--- src/rtl/ham_pkg.sv ---
// Shared SECDED Hamming definitions used by the encoder and decoder blocks.
package ham_pkg;

  // Decode outcome for one codeword
  typedef enum logic [1:0] {
    HAM_CLEAN       = 2'd0,
    HAM_SEC         = 2'd1,
    HAM_SEC_OVERALL = 2'd2,
    HAM_DED         = 2'd3
  } ham_class_e;

  // Smallest p with 2**p >= dw + p + 1
  function automatic int calc_parity_bits(input int dw);
    int p;
    p = 0;
    for (int q = 1; q < 31; q++) begin
      if ((p == 0) && ((32'sd1 << q) >= (dw + q + 1))) begin
        p = q;
      end
    end
    return p;
  endfunction

  // True for 1, 2, 4, 8, ... (parity positions of the codeword)
  function automatic logic is_pow2(input int i);
    return (i > 0) && ((i & (i - 1)) == 0);
  endfunction

  // 1-based codeword position holding data bit j (data fills non-power-of-2 slots)
  function automatic int data_pos(input int j);
    int cnt;
    int pos;
    cnt = 0;
    pos = 0;
    for (int k = 1; k <= 4096; k++) begin
      if (!is_pow2(k)) begin
        if ((cnt == j) && (pos == 0)) begin
          pos = k;
        end
        cnt++;
      end
    end
    return pos;
  endfunction

endpackage

--- src/rtl/ham_secded_core.sv ---
// Per-codeword SECDED datapath. The syndrome half feeds the S1 register,
// the classify/correct/extract half reads the S1 register and feeds S2.
module ham_secded_core
  import ham_pkg::*;
#(
  parameter int DATA_WIDTH   = 32,
  parameter int PARITY_BITS  = calc_parity_bits(DATA_WIDTH),
  parameter int ENCODED_WORD = DATA_WIDTH + PARITY_BITS
) (
  input  logic [ENCODED_WORD:0]   raw_code,
  output logic [PARITY_BITS-1:0]  raw_syn,
  output logic                    raw_ov,
  input  logic [ENCODED_WORD:0]   s1_code,
  input  logic [PARITY_BITS-1:0]  s1_syn,
  input  logic                    s1_ov,
  output logic [DATA_WIDTH-1:0]   dec_data,
  output logic                    dec_sec,
  output logic                    dec_ded,
  output logic [PARITY_BITS-1:0]  dec_err_pos
);

  localparam logic [PARITY_BITS-1:0] MAX_POS  = PARITY_BITS'(ENCODED_WORD);
  localparam logic [PARITY_BITS-1:0] LAST_POS = PARITY_BITS'(ENCODED_WORD + 1);
  localparam logic [PARITY_BITS-1:0] ZERO_POS = {PARITY_BITS{1'b0}};

  ham_class_e              cls_s;
  logic [ENCODED_WORD:0]   fixed_s;

  // Syndrome = XOR of the positions of all set bits; overall parity over the whole stored word
  always_comb begin
    raw_syn = ZERO_POS;
    for (int k = 1; k <= ENCODED_WORD; k++) begin
      raw_syn = raw_syn ^ (raw_code[k-1] ? PARITY_BITS'(k) : ZERO_POS);
    end
    raw_ov = ^raw_code;
  end

  // Classify; a syndrome pointing past the last position cannot be a single error
  always_comb begin
    cls_s = HAM_DED;
    if ((s1_syn == ZERO_POS) && !s1_ov) begin
      cls_s = HAM_CLEAN;
    end else if ((s1_syn == ZERO_POS) && s1_ov) begin
      cls_s = HAM_SEC_OVERALL;
    end else if (s1_ov && (s1_syn <= MAX_POS)) begin
      cls_s = HAM_SEC;
    end else begin
      cls_s = HAM_DED;
    end
  end

  // Flip the bit named by the syndrome only for a correctable single error
  always_comb begin
    fixed_s = s1_code;
    for (int k = 1; k <= ENCODED_WORD; k++) begin
      fixed_s[k-1] = s1_code[k-1] ^ ((cls_s == HAM_SEC) && (s1_syn == PARITY_BITS'(k)));
    end
  end

  // Data bits come from the non-power-of-2 positions in ascending order
  for (genvar j = 0; j < DATA_WIDTH; j++) begin : g_extract
    assign dec_data[j] = fixed_s[data_pos(j) - 1];
  end

  // Per-class flags and reported error position
  always_comb begin
    dec_sec     = 1'b0;
    dec_ded     = 1'b0;
    dec_err_pos = ZERO_POS;
    case (cls_s)
      HAM_CLEAN: begin
        dec_sec = 1'b0;
      end
      HAM_SEC: begin
        dec_sec     = 1'b1;
        dec_err_pos = s1_syn;
      end
      HAM_SEC_OVERALL: begin
        dec_sec     = 1'b1;
        dec_err_pos = LAST_POS;
      end
      HAM_DED: begin
        dec_ded = 1'b1;
      end
      default: begin
        dec_ded = 1'b1;
      end
    endcase
  end

endmodule

--- src/rtl/ham_secded_pipe_dec.sv ---
// Two-stage pipelined SECDED decoder for NUM_PORTS codewords per beat, with
// valid/ready flow control and saturating SEC/DED event counters.
module ham_secded_pipe_dec
  import ham_pkg::*;
#(
  parameter int DATA_WIDTH  = 32,
  parameter int PARITY_BITS = calc_parity_bits(DATA_WIDTH),
  parameter int NUM_PORTS   = 2,
  parameter int CNT_WIDTH   = 16
) (
  input  logic                                     i_clk,
  input  logic                                     i_rst,
  input  logic                                     i_valid,
  output logic                                     o_ready,
  input  logic [NUM_PORTS*(DATA_WIDTH+PARITY_BITS+1)-1:0] i_code,
  output logic                                     o_valid,
  input  logic                                     i_ready,
  output logic [NUM_PORTS*DATA_WIDTH-1:0]          o_data,
  output logic [NUM_PORTS-1:0]                     o_sec,
  output logic [NUM_PORTS-1:0]                     o_ded,
  output logic [NUM_PORTS*PARITY_BITS-1:0]         o_err_pos,
  input  logic                                     i_clr_cnt,
  output logic [CNT_WIDTH-1:0]                     o_sec_count,
  output logic [CNT_WIDTH-1:0]                     o_ded_count,
  output logic                                     o_ded_sticky
);

  localparam int ENCODED_WORD = DATA_WIDTH + PARITY_BITS;
  localparam int CW           = ENCODED_WORD + 1;
  localparam int SUM_W        = CNT_WIDTH + $clog2(NUM_PORTS + 1);
  localparam logic [SUM_W-1:0] CNT_MAX = SUM_W'({CNT_WIDTH{1'b1}});

  // S1 registers
  logic                              s1_valid_r;
  logic [NUM_PORTS*CW-1:0]           s1_code_r;
  logic [NUM_PORTS*PARITY_BITS-1:0]  s1_syn_r;
  logic [NUM_PORTS-1:0]              s1_ov_r;

  // S2 (output) registers
  logic                              s2_valid_r;
  logic [NUM_PORTS*DATA_WIDTH-1:0]   s2_data_r;
  logic [NUM_PORTS-1:0]              s2_sec_r;
  logic [NUM_PORTS-1:0]              s2_ded_r;
  logic [NUM_PORTS*PARITY_BITS-1:0]  s2_pos_r;

  logic [CNT_WIDTH-1:0]              sec_cnt_r;
  logic [CNT_WIDTH-1:0]              ded_cnt_r;
  logic                              sticky_r;

  // Combinational core outputs
  logic [NUM_PORTS*PARITY_BITS-1:0]  syn_s;
  logic [NUM_PORTS-1:0]              ov_s;
  logic [NUM_PORTS*DATA_WIDTH-1:0]   dec_data_s;
  logic [NUM_PORTS-1:0]              dec_sec_s;
  logic [NUM_PORTS-1:0]              dec_ded_s;
  logic [NUM_PORTS*PARITY_BITS-1:0]  dec_pos_s;

  logic                              ready_s1_s;
  logic                              ready_s2_s;
  logic                              xfer_s;
  logic [SUM_W-1:0]                  sec_sum_s;
  logic [SUM_W-1:0]                  ded_sum_s;
  logic [CNT_WIDTH-1:0]              sec_next_s;
  logic [CNT_WIDTH-1:0]              ded_next_s;

  for (genvar n = 0; n < NUM_PORTS; n++) begin : g_port
    ham_secded_core #(
      .DATA_WIDTH   (DATA_WIDTH),
      .PARITY_BITS  (PARITY_BITS),
      .ENCODED_WORD (ENCODED_WORD)
    ) u_core (
      .raw_code    (i_code[n*CW +: CW]),
      .raw_syn     (syn_s[n*PARITY_BITS +: PARITY_BITS]),
      .raw_ov      (ov_s[n]),
      .s1_code     (s1_code_r[n*CW +: CW]),
      .s1_syn      (s1_syn_r[n*PARITY_BITS +: PARITY_BITS]),
      .s1_ov       (s1_ov_r[n]),
      .dec_data    (dec_data_s[n*DATA_WIDTH +: DATA_WIDTH]),
      .dec_sec     (dec_sec_s[n]),
      .dec_ded     (dec_ded_s[n]),
      .dec_err_pos (dec_pos_s[n*PARITY_BITS +: PARITY_BITS])
    );
  end

  // A stage may take a new beat when it is empty or its content leaves this cycle
  assign ready_s2_s = !s2_valid_r || i_ready;
  assign ready_s1_s = !s1_valid_r || ready_s2_s;
  assign xfer_s     = s2_valid_r && i_ready;

  assign o_ready      = ready_s1_s || i_rst;
  assign o_valid      = s2_valid_r;
  assign o_data       = s2_data_r;
  assign o_sec        = s2_sec_r;
  assign o_ded        = s2_ded_r;
  assign o_err_pos    = s2_pos_r;
  assign o_sec_count  = sec_cnt_r;
  assign o_ded_count  = ded_cnt_r;
  assign o_ded_sticky = sticky_r;

  // S1: capture raw codeword with its syndrome and overall parity
  always_ff @(posedge i_clk) begin
    if (i_rst) begin
      s1_valid_r <= 1'b0;
      s1_code_r  <= {(NUM_PORTS*CW){1'b0}};
      s1_syn_r   <= {(NUM_PORTS*PARITY_BITS){1'b0}};
      s1_ov_r    <= {NUM_PORTS{1'b0}};
    end else if (ready_s1_s) begin
      s1_valid_r <= i_valid;
      if (i_valid) begin
        s1_code_r <= i_code;
        s1_syn_r  <= syn_s;
        s1_ov_r   <= ov_s;
      end
    end
  end

  // S2: register corrected data and flags; held stable while the consumer stalls
  always_ff @(posedge i_clk) begin
    if (i_rst) begin
      s2_valid_r <= 1'b0;
      s2_data_r  <= {(NUM_PORTS*DATA_WIDTH){1'b0}};
      s2_sec_r   <= {NUM_PORTS{1'b0}};
      s2_ded_r   <= {NUM_PORTS{1'b0}};
      s2_pos_r   <= {(NUM_PORTS*PARITY_BITS){1'b0}};
    end else if (ready_s2_s) begin
      s2_valid_r <= s1_valid_r;
      if (s1_valid_r) begin
        s2_data_r <= dec_data_s;
        s2_sec_r  <= dec_sec_s;
        s2_ded_r  <= dec_ded_s;
        s2_pos_r  <= dec_pos_s;
      end
    end
  end

  // Saturating next-count from the events of the beat being delivered
  always_comb begin
    sec_sum_s = SUM_W'(sec_cnt_r);
    ded_sum_s = SUM_W'(ded_cnt_r);
    for (int n = 0; n < NUM_PORTS; n++) begin
      sec_sum_s = sec_sum_s + SUM_W'(s2_sec_r[n]);
      ded_sum_s = ded_sum_s + SUM_W'(s2_ded_r[n]);
    end
    if (sec_sum_s > CNT_MAX) begin
      sec_next_s = {CNT_WIDTH{1'b1}};
    end else begin
      sec_next_s = sec_sum_s[CNT_WIDTH-1:0];
    end
    if (ded_sum_s > CNT_MAX) begin
      ded_next_s = {CNT_WIDTH{1'b1}};
    end else begin
      ded_next_s = ded_sum_s[CNT_WIDTH-1:0];
    end
  end

  // Event counters and DED sticky flag; clear takes priority over a same-cycle delivery
  always_ff @(posedge i_clk) begin
    if (i_rst || i_clr_cnt) begin
      sec_cnt_r <= {CNT_WIDTH{1'b0}};
      ded_cnt_r <= {CNT_WIDTH{1'b0}};
      sticky_r  <= 1'b0;
    end else if (xfer_s) begin
      sec_cnt_r <= sec_next_s;
      ded_cnt_r <= ded_next_s;
      sticky_r  <= sticky_r || (|s2_ded_r);
    end
  end

endmodule

--- config.mk ---
export PLATFORM = sky130hd
export DESIGN_NAME = ham_secded_pipe_dec
export DESIGN_NICKNAME = d
export VERILOG_FILES = /design/src/rtl/ham_pkg.sv /design/src/rtl/ham_secded_core.sv /design/src/rtl/ham_secded_pipe_dec.sv
export SDC_FILE = /design/constraint.sdc
export NUM_CORES = 1
export LEC_CHECK = 0
export ABC_AREA = 1
export BUFFER_PORTS_ARGS = -buffer_cell sky130_fd_sc_hd__buf_4
export CORE_MARGIN = 3
export CORE_UTILIZATION = 36
export DETAILED_ROUTE_END_ITERATION = 16
export PLACE_DENSITY = 0.63
export SYNTH_ARGS = -nofsm -noshare
export SYNTH_HDL_FRONTEND = slang
export SYNTH_HIERARCHICAL = 1
export SYNTH_SLANG_ARGS = --single-unit
--- constraint.sdc ---
create_clock -name i_clk -period 1.8 [get_ports i_clk]
set_clock_uncertainty 0.2 [all_clocks]
set_input_delay 0.09 -clock i_clk [delete_from_list [all_inputs] [get_ports i_clk]]
set_output_delay 0.09 -clock i_clk [all_outputs]
set_load 0.05 [all_outputs]
## Word level (Yosys, flattened, before mapping)

Index checks and enable logic that the tools add are counted.

| word-level totals | value |
|---|---|
| flip-flop bits (word level) | 206 |
| input port bits | 83 |

| operators by class | value |
|---|---|
| add/sub/neg operators | 4 |
| order comparisons | 4 |
| equal/unequal tests | 70 |
| multiplexer cells | 90 |
| bitwise logic cells | 138 |
| reductions and logical operators | 89 |

Operators with widths:

| cell | number |
|---|---|
| 6-bit bitwise XOR | 74 |
| 6-bit by 5-bit == test with 1-bit output, second input constant | 30 |
| 5-bit 2-to-1 mux | 32 |
| 6-bit by 4-bit == test with 1-bit output, second input constant | 14 |
| 6-bit 2-to-1 mux | 14 |
| 39-bit parity | 2 |
| 6-bit == test, second input constant | 12 |
| 1-bit logical AND | 71 |
| 4-bit 2-to-1 mux | 16 |
| 1-bit bitwise XOR | 64 |
| 17-bit by 1-bit adder with 18-bit output | 2 |
| 6-bit by 3-bit == test with 1-bit output, second input constant | 6 |
| 18-bit by 16-bit > comparator with 1-bit output, second input constant | 2 |
| 16-bit by 1-bit adder with 17-bit output | 2 |
| 16-bit 2-to-1 mux | 2 |
| 3-bit 2-to-1 mux | 8 |
| 6-bit case mux with 2 select lines | 2 |
| 2-bit 2-to-1 mux | 10 |
| 6-bit by 2-bit == test with 1-bit output, second input constant | 2 |
| 6-bit less-or-equal comparator, second input constant | 2 |
| 6-bit logical NOT | 2 |
| 2-bit == test, second input constant | 4 |
| 1-bit 2-to-1 mux | 6 |
| 2-bit OR reduction | 3 |
| 4 further kinds | 13 |

## Depth between registers and ports, before layout

| depth | value |
|---|---|
| depth in word-level cells | 38 |
| depth in mapped cells | 17 |
| mapped depth without buffers | 17 |

## By module

Netlist, hierarchy kept.

Modules (own cells, without submodules):

| module | times used | cells an instance | area an instance (um^2) | seq. area each (um^2) |
|---|---|---|---|---|
| ham_secded_pipe_dec | 1 | 1,024 | 7,821.3 | 4,144.0 |
| ham_secded_core at g_port[1].u_core | 1 | 469 | 2,352.3 | 0.0 |
| ham_secded_core at g_port[0].u_core | 1 | 469 | 2,318.5 | 0.0 |

## Least setup slack after synthesis

OpenSTA, ideal clock, no wires.

| timing path | value |
|---|---|
| path kind | reg2reg |
| start | register s2_ded_r[0], in the netlist o_ded[0] |
| end | register ded_cnt_r[10], in the netlist o_ded_count[10] |
| setup time | 70 ps |
| data arrival time | 1,879 ps |
| data required time | 1,530 ps |
| slack | -350 ps |
| stages on the path, launching flop included | 10 |
| clock period less this slack | 2,150 ps |
| path through | dfxtp_1 > fa_1 > ha_1 > inv_1 > nor2_4 > inv_2 > nor2_2 > nand3_2 > buf_6 > a21oi_1 |

| on the way | value |
|---|---|
| word-level cells in the longest chain between the ends | 4 |

RTL lines:

| what | line | text |
|---|---|---|
| from (decl) | ham_secded_pipe_dec.sv:43 | `logic [NUM_PORTS-1:0] s2_ded_r;` |
| from (signal assigned) | ham_secded_pipe_dec.sv:123 | `s2_ded_r <= {NUM_PORTS{1'b0}};` |
| from (signal assigned) | ham_secded_pipe_dec.sv:130 | `s2_ded_r <= dec_ded_s;` |
| 16-bit by 1-bit adder with 17-bit output (*) | ham_secded_pipe_dec.sv:142 | `ded_sum_s = ded_sum_s + SUM_W'(s2_ded_r[n]);` |
| 17-bit by 1-bit adder with 18-bit output (*) | ham_secded_pipe_dec.sv:142 |  |
| 18-bit by 16-bit > comparator with 1-bit output | ham_secded_pipe_dec.sv:149 | `if (ded_sum_s > CNT_MAX) begin` |
| 16-bit 2-to-1 mux (*) | ham_secded_pipe_dec.sv:149 |  |
| to (signal assigned) | ham_secded_pipe_dec.sv:160 | `ded_cnt_r <= {CNT_WIDTH{1'b0}};` |
| to (signal assigned) | ham_secded_pipe_dec.sv:164 | `ded_cnt_r <= ded_next_s;` |
| to (decl) | ham_secded_pipe_dec.sv:47 | `logic [CNT_WIDTH-1:0] ded_cnt_r;` |

Mark *: on every way between the ends. The rest lies on a longest branch, timed or not.
A chain may end at the register's enable or synchronous reset.

## Worst setup path in the final report

| timing path | value |
|---|---|
| start | register s1_syn_r[2] |
| end | register s2_data_r[7], in the netlist o_data[7] |

| on the way | value |
|---|---|
| word-level cells in the longest chain between the ends | 8 |

RTL lines:

| what | line | text |
|---|---|---|
| from (decl) | ham_secded_pipe_dec.sv:36 | `logic [NUM_PORTS*PARITY_BITS-1:0] s1_syn_r;` |
| from (signal assigned) | ham_secded_pipe_dec.sv:105 | `s1_syn_r <= {(NUM_PORTS*PARITY_BITS){1'b0}};` |
| from (signal assigned) | ham_secded_pipe_dec.sv:111 | `s1_syn_r <= syn_s;` |
| 6-bit less-or-equal comparator | ham_secded_core.sv:45 | `end else if (s1_ov && (s1_syn <= MAX_POS)) begin` |
| 1-bit logical AND | ham_secded_core.sv:45 |  |
| 2-bit 2-to-1 mux | ham_secded_core.sv:45 |  |
| 2-bit 2-to-1 mux | ham_secded_core.sv:43 | `end else if ((s1_syn == ZERO_POS) && s1_ov) begin` |
| 2-bit 2-to-1 mux | ham_secded_core.sv:41 | `if ((s1_syn == ZERO_POS) && !s1_ov) begin` |
| 2-bit by 1-bit == test with 1-bit output | ham_secded_core.sv:56 | `fixed_s[k-1] = s1_code[k-1] ^ ((cls_s == HAM_SEC) && (s1_syn == PARITY_BITS'(k)));` |
| 1-bit logical AND (*) | ham_secded_core.sv:56 |  |
| 1-bit bitwise XOR (*) | ham_secded_core.sv:56 |  |
| via dec_data_s[7] | ham_secded_pipe_dec.sv:53 | `logic [NUM_PORTS*DATA_WIDTH-1:0] dec_data_s;` |
| to (signal assigned) | ham_secded_pipe_dec.sv:121 | `s2_data_r <= {(NUM_PORTS*DATA_WIDTH){1'b0}};` |
| to (signal assigned) | ham_secded_pipe_dec.sv:128 | `s2_data_r <= dec_data_s;` |
| to (decl) | ham_secded_pipe_dec.sv:41 | `logic [NUM_PORTS*DATA_WIDTH-1:0] s2_data_r;` |

The timed path passes the listed nets; every way through them passes the cells marked *.

==> impl_metrics.toml <==
[status]
status = "finished, violations left"
violations = "negative setup slack"

[critical_path]
cpPeakStageDelay_ns = 0.33
crit_path_start_kind = "flop"
required_ns = 1.93
worst-path-max-fanout = 9
worst_ep_arrival_time_ns = 2.13
path_cells = "inv_2 -> nor2_4 -> inv_2 -> nor2_2 -> nand2_1 -> nand2_1 -> nand2_2 -> nor2_4 -> buf_12 -> buf_6 -> nand3_2 -> xnor2_1 -> o21ai_1 -> nor2_1"
cp-end-kind = "flop"
critPathKind = "flop to flop"
cpMaxStageDelayCell = "dfxtp_2"
r2r_cells = 14

[logic_synthesis]
netlist_area_mm2 = 0.0120
syn_avg_cell_area_um2 = 6.32
syn_inst = 1906
syn_nets = 1995
synth_warnings = 6

[clock_tree]
cts_inserted_buffers = 17
htree_levels = 4
cts_tree = "yes"
clk_transition_reported_paths_ns = 0.06
worstSkewPairLatency_ns = 0.44
clockBufferDepth = 2
root_buffer = "clkbuf_16"
clock-sinks = 193

[timing]
period_share_pct = 111
finalCriticalPeriod_ns = 2.00
slew-limit-headroom_pct = 33.2
setup_violations = 100
worst_pin_slew_ns = 1.00
finalMaxSlewViolations = 0
hold_viol_final = 0
rsz0062_at_grt = "yes"
fmax_mhz = 499
setup_slack_ns = -0.204

[placed_design]
io_buffers = 197
gp_congestion = 0.886
place_hpwl_um = 27900
placed_cells = 2590

[global_routing]
grt_pass1_wl_um = 58600
antenna_found_initial = 1
grtUsageTotal_pct = 20.1
grt_start_max_net_pins = 81
first_global_vias = 11805
grt_overflow_total = 0

[floorplanning]
dieArea_mm2 = 0.0357
initial_core_util_pct = 36.7
pin_count = 198
coreArea_mm2 = 0.0328
rows = 66
fp.dieH_um = 189
chipWidth_um = 189

[final_layout]
layout_commonest_cell = "nand2_1"
fin_util_pct = 51.6
syn_to_final_growth_pct = 40.6
fillCellCount = 3250
drive_gt1_share_pct = 25.7
layout_common_cells = "468 x nand2_1, 398 x nor2_1, 317 x buf_4, 183 x inv_1, 168 x dfxtp_1"
layout.cells.non_filler = 2723
nNetsFinal = 2356

[routing]
wl_per_cell_um = 13.6
drcViolationCount = 0
drt_wl_total_um = 36900
highest_layer = "met4"
vias = 12543
wl_met2_um = 16100
dr.pass1.iters = 5
drtIter0Drc = 593
drtAntennaViolNets = 0
wl_met3_um = 1550
routedLengthMet1_um = 18800
via_per_inst = 4.61

[flow_run]
drv_cap = 0

[pwr]
peakVddDrop_uv = 647
powerDensity_mw_per_mm2 = 737
p_leak_nw = 8.45

[worst_hold_path]
hold_class = "primary input to flop"
hold_depth = 3
==> power breakdown <==
| group | switching (mW) | internal, mW | total [mW] |
|---|---|---|---|
| registers | 0.248 | 4.56 | 4.81 |
| logic | 2.42 | 1.64 | 4.06 |
| clock network | 1.66 | 1.95 | 3.61 |
| total | 4.33 | 8.15 | 12.5 |
==> registers in the layout, indices dropped and copies added, names as in the netlist <==
name and cells:
o_sec_count 16, o_ded_count 16, s1_syn_r 12, o_ded_sticky 1
o_valid 1, o_err_pos 12, o_data 64, o_sec 2
s1_valid_r 1, s1_ov_r 2, s1_code_r 64, o_ded 2
==> what timing repair did <==
item / 4_1_cts / 5_1_grt
cloned: 1 / 1
endpoints found under the setup margin: 98 / 113
resized for setup: 73 / 99
hold buffers: 69 / 0
pin swaps: 44 / 52
hold endpoints to repair: 79 / 0
buffers inserted: 15 / 16
==> final cells by class <==
cell class,instances,area (um2),area share [%]
repair buffers,412,3420,20.2
clock inverters,12,110,0.650
diodes,1,2.50,0.0148
well taps,442,553,3.27
flip-flops and latches,193,3910,23.1
multi-input cells,1439,7690,45.5
inverters,204,787,4.65
clock buffers,20,447,2.64
==> final timing paths <==
kind | slack [ns] | startpoint | to
min | 0.09 | i_code[76] | s1_code_r[76]
max reg2reg | -0.20 | s1_syn_r[2] | o_data[7]
max | -0.20 | s1_syn_r[2] | o_data[7]
min reg2reg | 0.28 | o_data[60] | o_data[60]
==> routing by layer <==
layer | vias up | track usage [%]
met5 | - | 0
met4 | 0 | 5.18
met3 | 34 | 2.61
met2 | 279 | 31.5
met1 | 5694 | 29.4
li1 | 6536 | -
==> metrics by stage <==
step / setup TNS, ns / setup WS, ns / total power, mW / hold slack [ns] / cell area (um2)
after global placement: -6.48 / -0.160 / 8.48 / 0.122 / 14800
after floorplan: -2.54 / -0.109 / 7.23 / -0.0483 / 12200
after detailed placement: -11.26 / -0.251 / 8.55 / 0.127 / 14800
after global routing: -21.29 / -0.338 / 13.2 / 0.103 / 16900
after CTS: -5.91 / -0.149 / 12.4 / 0.114 / 16400
final: -10.26 / -0.204 / 12.5 / 0.0865 / 16900
==> worst max-delay path: cells and delay by family, from the launching register on <==
family | cells | cell delay [ns]
xor+xnor | 1 | 0.13
buf+inv | 4 | 0.39
compound gates | 1 | 0.12
flops | 1 | 0.33
simple gates | 8 | 0.73
Note: power is estimated with default switching activity, not from simulation.
